<file path="config.mk">
export PLATFORM = sky130hd
export DESIGN_NAME = matmul_sched
export DESIGN_NICKNAME = d
export VERILOG_FILES = /design/src/rtl/matmul_pkg.sv /design/src/rtl/matmul_sched.sv
export SDC_FILE = /design/constraint.sdc
export NUM_CORES = 1
export LEC_CHECK = 0
export CAP_MARGIN = 20
export CORE_MARGIN = 2
export CORE_UTILIZATION = 26
export DETAILED_ROUTE_END_ITERATION = 7
export PLACE_DENSITY = 0.9
export SYNTH_ARGS = -nofsm -noshare
export SYNTH_HDL_FRONTEND = slang
export SYNTH_SLANG_ARGS = --single-unit
</file>
<file path="constraint.sdc">
create_clock -name clk -period 1.7 [get_ports clk]
set_input_delay 0.255 -clock clk [delete_from_list [all_inputs] [get_ports clk]]
set_output_delay 0.255 -clock clk [all_outputs]
set_load 0.05 [all_outputs]
</file>
<file path="src/rtl/matmul_pkg.sv">
// Shared definitions for the matmul operand/result scheduler: FSM encoding,
// pipeline offset and width helpers. Also imported by the array testbench.
package matmul_pkg;

  // Scheduler FSM encoding
  localparam logic [2:0] ST_IDLE      = 3'd0;
  localparam logic [2:0] ST_WAIT_RDY  = 3'd1;
  localparam logic [2:0] ST_FETCH     = 3'd2;
  localparam logic [2:0] ST_FEED_TAIL = 3'd3;
  localparam logic [2:0] ST_DRAIN     = 3'd4;
  localparam logic [2:0] ST_COLLECT   = 3'd5;

  // Cycles from the first operand beat entering the array to the first
  // result column leaving it (skew in, inner dimension, skew out, MAC depth).
  function automatic int sched_res_offset(input int m, input int n, input int l, input int w_up);
    return m + n + l + w_up - 1;
  endfunction

  // Width of the result column index, never narrower than one bit.
  function automatic int sched_cw(input int l);
    return (l > 1) ? $clog2(l) : 1;
  endfunction

  // Width of a counter that must be able to hold max_val.
  function automatic int sched_cnt_w(input int max_val);
    return (max_val > 1) ? $clog2(max_val + 1) : 1;
  endfunction

endpackage

</file>
<file path="src/rtl/matmul_sched.sv">
// Job scheduler for an output-stationary systolic matrix multiplier: reads
// the operand columns/rows from two 1-cycle-latency RAMs, streams them into
// the array as an unbroken valid burst, waits for the pipeline to drain and
// then collects the result columns (rightmost first).
module matmul_sched
  import matmul_pkg::*;
#(
  parameter int WIDTH_left = 8,
  parameter int WIDTH_up   = 8,
  parameter int WIDTH_out  = 8,
  parameter int Mritx_M    = 3,
  parameter int Mritx_N    = 3,
  parameter int Mritx_L    = 3,
  parameter int ADDR_W     = 8
) (
  input  logic                              clk,
  input  logic                              rst,
  input  logic                              start,
  output logic                              busy,
  output logic                              done,
  output logic                              a_rd_en,
  output logic [ADDR_W-1:0]                 a_rd_addr,
  input  logic [Mritx_M*WIDTH_left-1:0]     a_rd_data,
  output logic                              b_rd_en,
  output logic [ADDR_W-1:0]                 b_rd_addr,
  input  logic [Mritx_L*WIDTH_up-1:0]       b_rd_data,
  output logic                              arr_valid,
  output logic [Mritx_M*WIDTH_left-1:0]     arr_left,
  output logic [Mritx_L*WIDTH_up-1:0]       arr_up,
  input  logic                              arr_ready,
  input  logic [Mritx_M*WIDTH_out-1:0]      arr_product,
  output logic                              res_valid,
  output logic [Mritx_M*WIDTH_out-1:0]      res_data,
  output logic [sched_cw(Mritx_L)-1:0]      res_col
);

  localparam int RES_OFFSET = sched_res_offset(Mritx_M, Mritx_N, Mritx_L, WIDTH_up);
  localparam int CW         = sched_cw(Mritx_L);
  localparam int CNT_W      = sched_cnt_w(RES_OFFSET + Mritx_L);

  // The job counter is 0 on the first read cycle, so it equals the number of
  // cycles elapsed since the first read. The first operand beat is at count 1,
  // hence the last drain cycle is at count RES_OFFSET.
  localparam logic [CNT_W-1:0] FETCH_LAST = CNT_W'(Mritx_N - 1);
  localparam logic [CNT_W-1:0] DRAIN_LAST = CNT_W'(RES_OFFSET);
  localparam logic [CW-1:0]    COL_FIRST  = CW'(Mritx_L - 1);

  logic [2:0]       state_reg, state_next;
  logic [CNT_W-1:0] cnt_reg, cnt_next;
  logic [CW-1:0]    col_reg, col_next;
  logic             done_reg, done_next;
  logic             arr_valid_reg;
  genvar            gi;

  // Next-state and counter logic for the job sequence
  always_comb begin
    state_next = state_reg;
    cnt_next   = cnt_reg;
    col_next   = col_reg;
    done_next  = 1'b0;
    case (state_reg)
      ST_IDLE: begin
        cnt_next = '0;
        col_next = '0;
        if (start) state_next = ST_WAIT_RDY;
      end
      ST_WAIT_RDY: begin
        // Always spend at least one cycle here, even if ready arrived with start
        if (arr_ready) state_next = ST_FETCH;
      end
      ST_FETCH: begin
        cnt_next = cnt_reg + CNT_W'(1);
        if (cnt_reg == FETCH_LAST) state_next = ST_FEED_TAIL;
      end
      ST_FEED_TAIL: begin
        cnt_next   = cnt_reg + CNT_W'(1);
        state_next = ST_DRAIN;
      end
      ST_DRAIN: begin
        cnt_next = cnt_reg + CNT_W'(1);
        if (cnt_reg == DRAIN_LAST) begin
          state_next = ST_COLLECT;
          col_next   = COL_FIRST;
        end
      end
      ST_COLLECT: begin
        if (col_reg == '0) begin
          state_next = ST_IDLE;
          cnt_next   = '0;
          col_next   = '0;
          done_next  = 1'b1;
        end else begin
          cnt_next = cnt_reg + CNT_W'(1);
          col_next = col_reg - CW'(1);
        end
      end
      default: begin
        state_next = ST_IDLE;
        cnt_next   = '0;
        col_next   = '0;
      end
    endcase
  end

  // State, counters and the registered strobes; reset abandons any job
  always_ff @(posedge clk or posedge rst) begin
    if (rst) begin
      state_reg     <= ST_IDLE;
      cnt_reg       <= '0;
      col_reg       <= '0;
      done_reg      <= 1'b0;
      arr_valid_reg <= 1'b0;
    end else begin
      state_reg     <= state_next;
      cnt_reg       <= cnt_next;
      col_reg       <= col_next;
      done_reg      <= done_next;
      // Operand beat is valid the cycle the RAM returns the word read last cycle
      arr_valid_reg <= (state_reg == ST_FETCH);
    end
  end

  assign busy      = (state_reg != ST_IDLE);
  assign done      = done_reg;

  assign a_rd_en   = (state_reg == ST_FETCH);
  assign b_rd_en   = (state_reg == ST_FETCH);
  assign a_rd_addr = a_rd_en ? ADDR_W'(cnt_reg) : '0;
  assign b_rd_addr = b_rd_en ? ADDR_W'(cnt_reg) : '0;

  assign arr_valid = arr_valid_reg;
  assign res_valid = (state_reg == ST_COLLECT);
  assign res_col   = res_valid ? col_reg : '0;

  // The RAM output register holds the operand word; lanes are forced to zero
  // outside the valid burst so the array never shifts in stale data.
  for (gi = 0; gi < Mritx_M; gi++) begin : g_left
    assign arr_left[gi*WIDTH_left +: WIDTH_left] =
      arr_valid_reg ? a_rd_data[gi*WIDTH_left +: WIDTH_left] : '0;
  end

  for (gi = 0; gi < Mritx_L; gi++) begin : g_up
    assign arr_up[gi*WIDTH_up +: WIDTH_up] =
      arr_valid_reg ? b_rd_data[gi*WIDTH_up +: WIDTH_up] : '0;
  end

  for (gi = 0; gi < Mritx_M; gi++) begin : g_res
    assign res_data[gi*WIDTH_out +: WIDTH_out] =
      res_valid ? arr_product[gi*WIDTH_out +: WIDTH_out] : '0;
  end

endmodule

</file>
==> flow_metrics.env <==
export IMPL_overflow=0
export IMPL_drv_slew=0
export IMPL_cts_sinks=12
export IMPL_max_cap_viol_count=0
export IMPL_syn_avg_cell_area_um2=7.42
export IMPL_die_area_um2=5700
export IMPL_largest_reg_flops=5
export IMPL_outcome="complete, no violations"
export IMPL_fp_dieH_um=75.5
export IMPL_synthTopCellsByArea="and2_1 23%, dfrtp_1 23%, and3_1 14%"
export IMPL_setup_slack_ns=0.0135
export IMPL_synth_seq_area_share=0.226
export IMPL_coreArea_um2=5010
export IMPL_critPathMaxFanout=14
export IMPL_drive_gt1_frac=0.417
export IMPL_reg2reg_setup_slack_ns=0.25
export IMPL_cp_startpoint="state_reg[1]$_DFFE_PP0P_"
export IMPL_period_minus_slack_ns=1.69
export IMPL_power_density_nw_per_um2=1160
export IMPL_chipWidth_um=75.5
export IMPL_use_met2=0.397
export IMPL_setup_violations=0
export IMPL_top_usage_layer="met2"
export IMPL_grt_antenna_before_repair=0
export IMPL_cts_made_buffers=3
export IMPL_cp_arrival_ns=1.43
export IMPL_worstSkewPairLatency_ns=0.25
export IMPL_min_path_type="in -> async"
export IMPL_reg2reg_to="cnt_reg[4]$_DFFE_PP0N_"
export IMPL_setup_tns_ns=0
export IMPL_drcViolationCount=0
export IMPL_dr_total_vias=1904
export IMPL_yosys_warnings=0
export IMPL_initial_utilization=0.265
export IMPL_n_antenna_cell=0
export IMPL_grt_pass1_wl_mm=9.17
export IMPL_syn_inst=179
export IMPL_io_buffer_count=165
export IMPL_cts_buffer_depth=2
export IMPL_synth_seq_cells=12
export IMPL_rsz0062_at_grt="true"
export IMPL_final_hold_violation_count=0
export IMPL_grt_usage=0.211
export IMPL_num_nets_final=416
export IMPL_endpoint="res_data[8]"
export IMPL_root_buffer="clkbuf_8"
export IMPL_netlist_area_um2=1330
export IMPL_peakVddDrop_uv=639
export IMPL_met1_usage=0.215
export IMPL_fin_worst_skew_ns=0.00107
export IMPL_synth_distinct_cells=31
export IMPL_drt_iter0_markers=55
export IMPL_finish_utilization=0.796
export IMPL_cts_tree="done"
export IMPL_dpl_cell_count=401
export IMPL_htreeDepth=1
export IMPL_required_ns=1.44
export IMPL_ant_nets=0
export IMPL_crit_type="reg -> out"
export IMPL_reg2reg_depth=4
export IMPL_cts_clk_slew_worst_paths_ns=0.05
export IMPL_final_common_cell="buf_12"
export IMPL_use_met3=0.0714
export IMPL_dp_final_hpwl_mm=5.51
export IMPL_finalPower_mw=4.63
export IMPL_cp_start_kind="register"
export IMPL_placedInstanceArea_um2=3890
export IMPL_endpoint_kind="output pin"
export IMPL_final_cell_mix="84 x buf_12, 75 x clkdlybuf4s50_1, 28 x and2_1, 24 x and3_1, 20 x and2_2"
export IMPL_p_leak_nw=1.76
export IMPL_hold_ws_ns=0.324
export IMPL_final_cells=406
export IMPL_pre_cts_slack_ns=0.176
export IMPL_grt_pass1_vias=1947
export IMPL_grt_max_degree=49
export IMPL_reg2reg_from="state_reg[2]$_DFFE_PP0P_"
export IMPL_wl_per_cell_um=15.9
export IMPL_firstDrtPassIters=4
export IMPL_gp_congestion=0.837
export IMPL_fin_area_um2=3990
export IMPL_yosys_area_top_type="and2_1"
export IMPL_finalCritPeriodShare=0.992
export IMPL_netlist_area_leader_share=0.226
export IMPL_fmax_mhz=593
export IMPL_wirelength_mm=6.45
export IMPL_pin_count=172
export IMPL_row_count=26
export IMPL_viasPerCell=4.69
export IMPL_syn_to_final_growth_pct=200
## kinds of logic (layout without fill, tap and decap cells)
logic type               after synthesis  count (layout)  synth area share
other                                  1               6           0.00282
AO/OA/AOI/OAI                         21              21             0.105
XOR/XNOR                               1               1           0.00659
adder cells (fa/ha/maj)                3               3            0.0283
flip-flops                            12              12             0.226
buffers and inverters                 33             185             0.134
AND/OR/NAND/NOR                      108             108             0.497
## critical path, stage by stage (launching register included)
cell     delay, ns
dfrtp_2       0.45
nor2b_4       0.18
buf_6         0.16
and3_1        0.23
buf_12        0.15
## cells in the mapped netlist
library cell and instances:
a32oi_1 1, ha_1 3, or3_1 2, nor3b_1 1, and4bb_2 1, o21ai_0 6
a21oi_1 2, nand2b_1 3, a211oi_1 2, clkbuf_1 10, a211o_1 1, a22oi_1 3
buf_4 13, nor4b_1 1, xor2_1 1, inv_1 6, o22ai_1 3, dfrtp_1 12
nor2_1 5, a2bb2oi_1 1, or3b_1 1, nand2_1 2, nor2b_1 6, nand3_1 4
and2_1 48, nor3_1 4, conb_1 1, a32o_1 1, and3_1 30, a21boi_1 1
buf_2 4
## repair_timing
action / 4_1_cts / 5_1_grt
setup endpoints to repair: 32 / 32
setup buffers: 0 / 0
cloned: 1 / 0
gates resized for setup: 7 / 5
hold buffers: 0 / 0
## cell type report
class	instances	area, um2
Fill cell	306	1020
Timing Repair Buffer	175	2560
Inverter	6	22.5
Clock buffer	4	55.1
Sequential cell	12	303
Multi-Input combinational cell	139	958
Tap cell	70	87.6
## per-layer routing
metal | part of all wire | up-vias
li1 | - | 895
met1 | 0.32 | 861
met2 | 0.53 | 132
met3 | 0.13 | 16
met4 | 0.024 | 0
met5 | 0 | -
## power by group
group	switching (mW)	internal (mW)	total, mW
Combinational	2.10	1.76	3.87
Clock	0.116	0.205	0.321
Sequential	0.0901	0.355	0.445
Total	2.31	2.32	4.63
## worst min path at each step
stage | start | end | cells after the start
after floorplan | rst | arr_valid$_DFF_PP0_ | 1
after global placement | state_reg[1]$_DFFE_PP0P_ | cnt_reg[0]$_DFFE_PP0N_ | 1
after detailed placement | col_reg[1]$_DFFE_PP0P_ | col_reg[1]$_DFFE_PP0P_ | 1
after CTS | rst | cnt_reg[3]$_DFFE_PP0N_ | 2
after global routing | rst | cnt_reg[3]$_DFFE_PP0N_ | 2
final | rst | col_reg[0]$_DFFE_PP0P_ | 2
No activity file was read; power rests on OpenSTA's default activity.
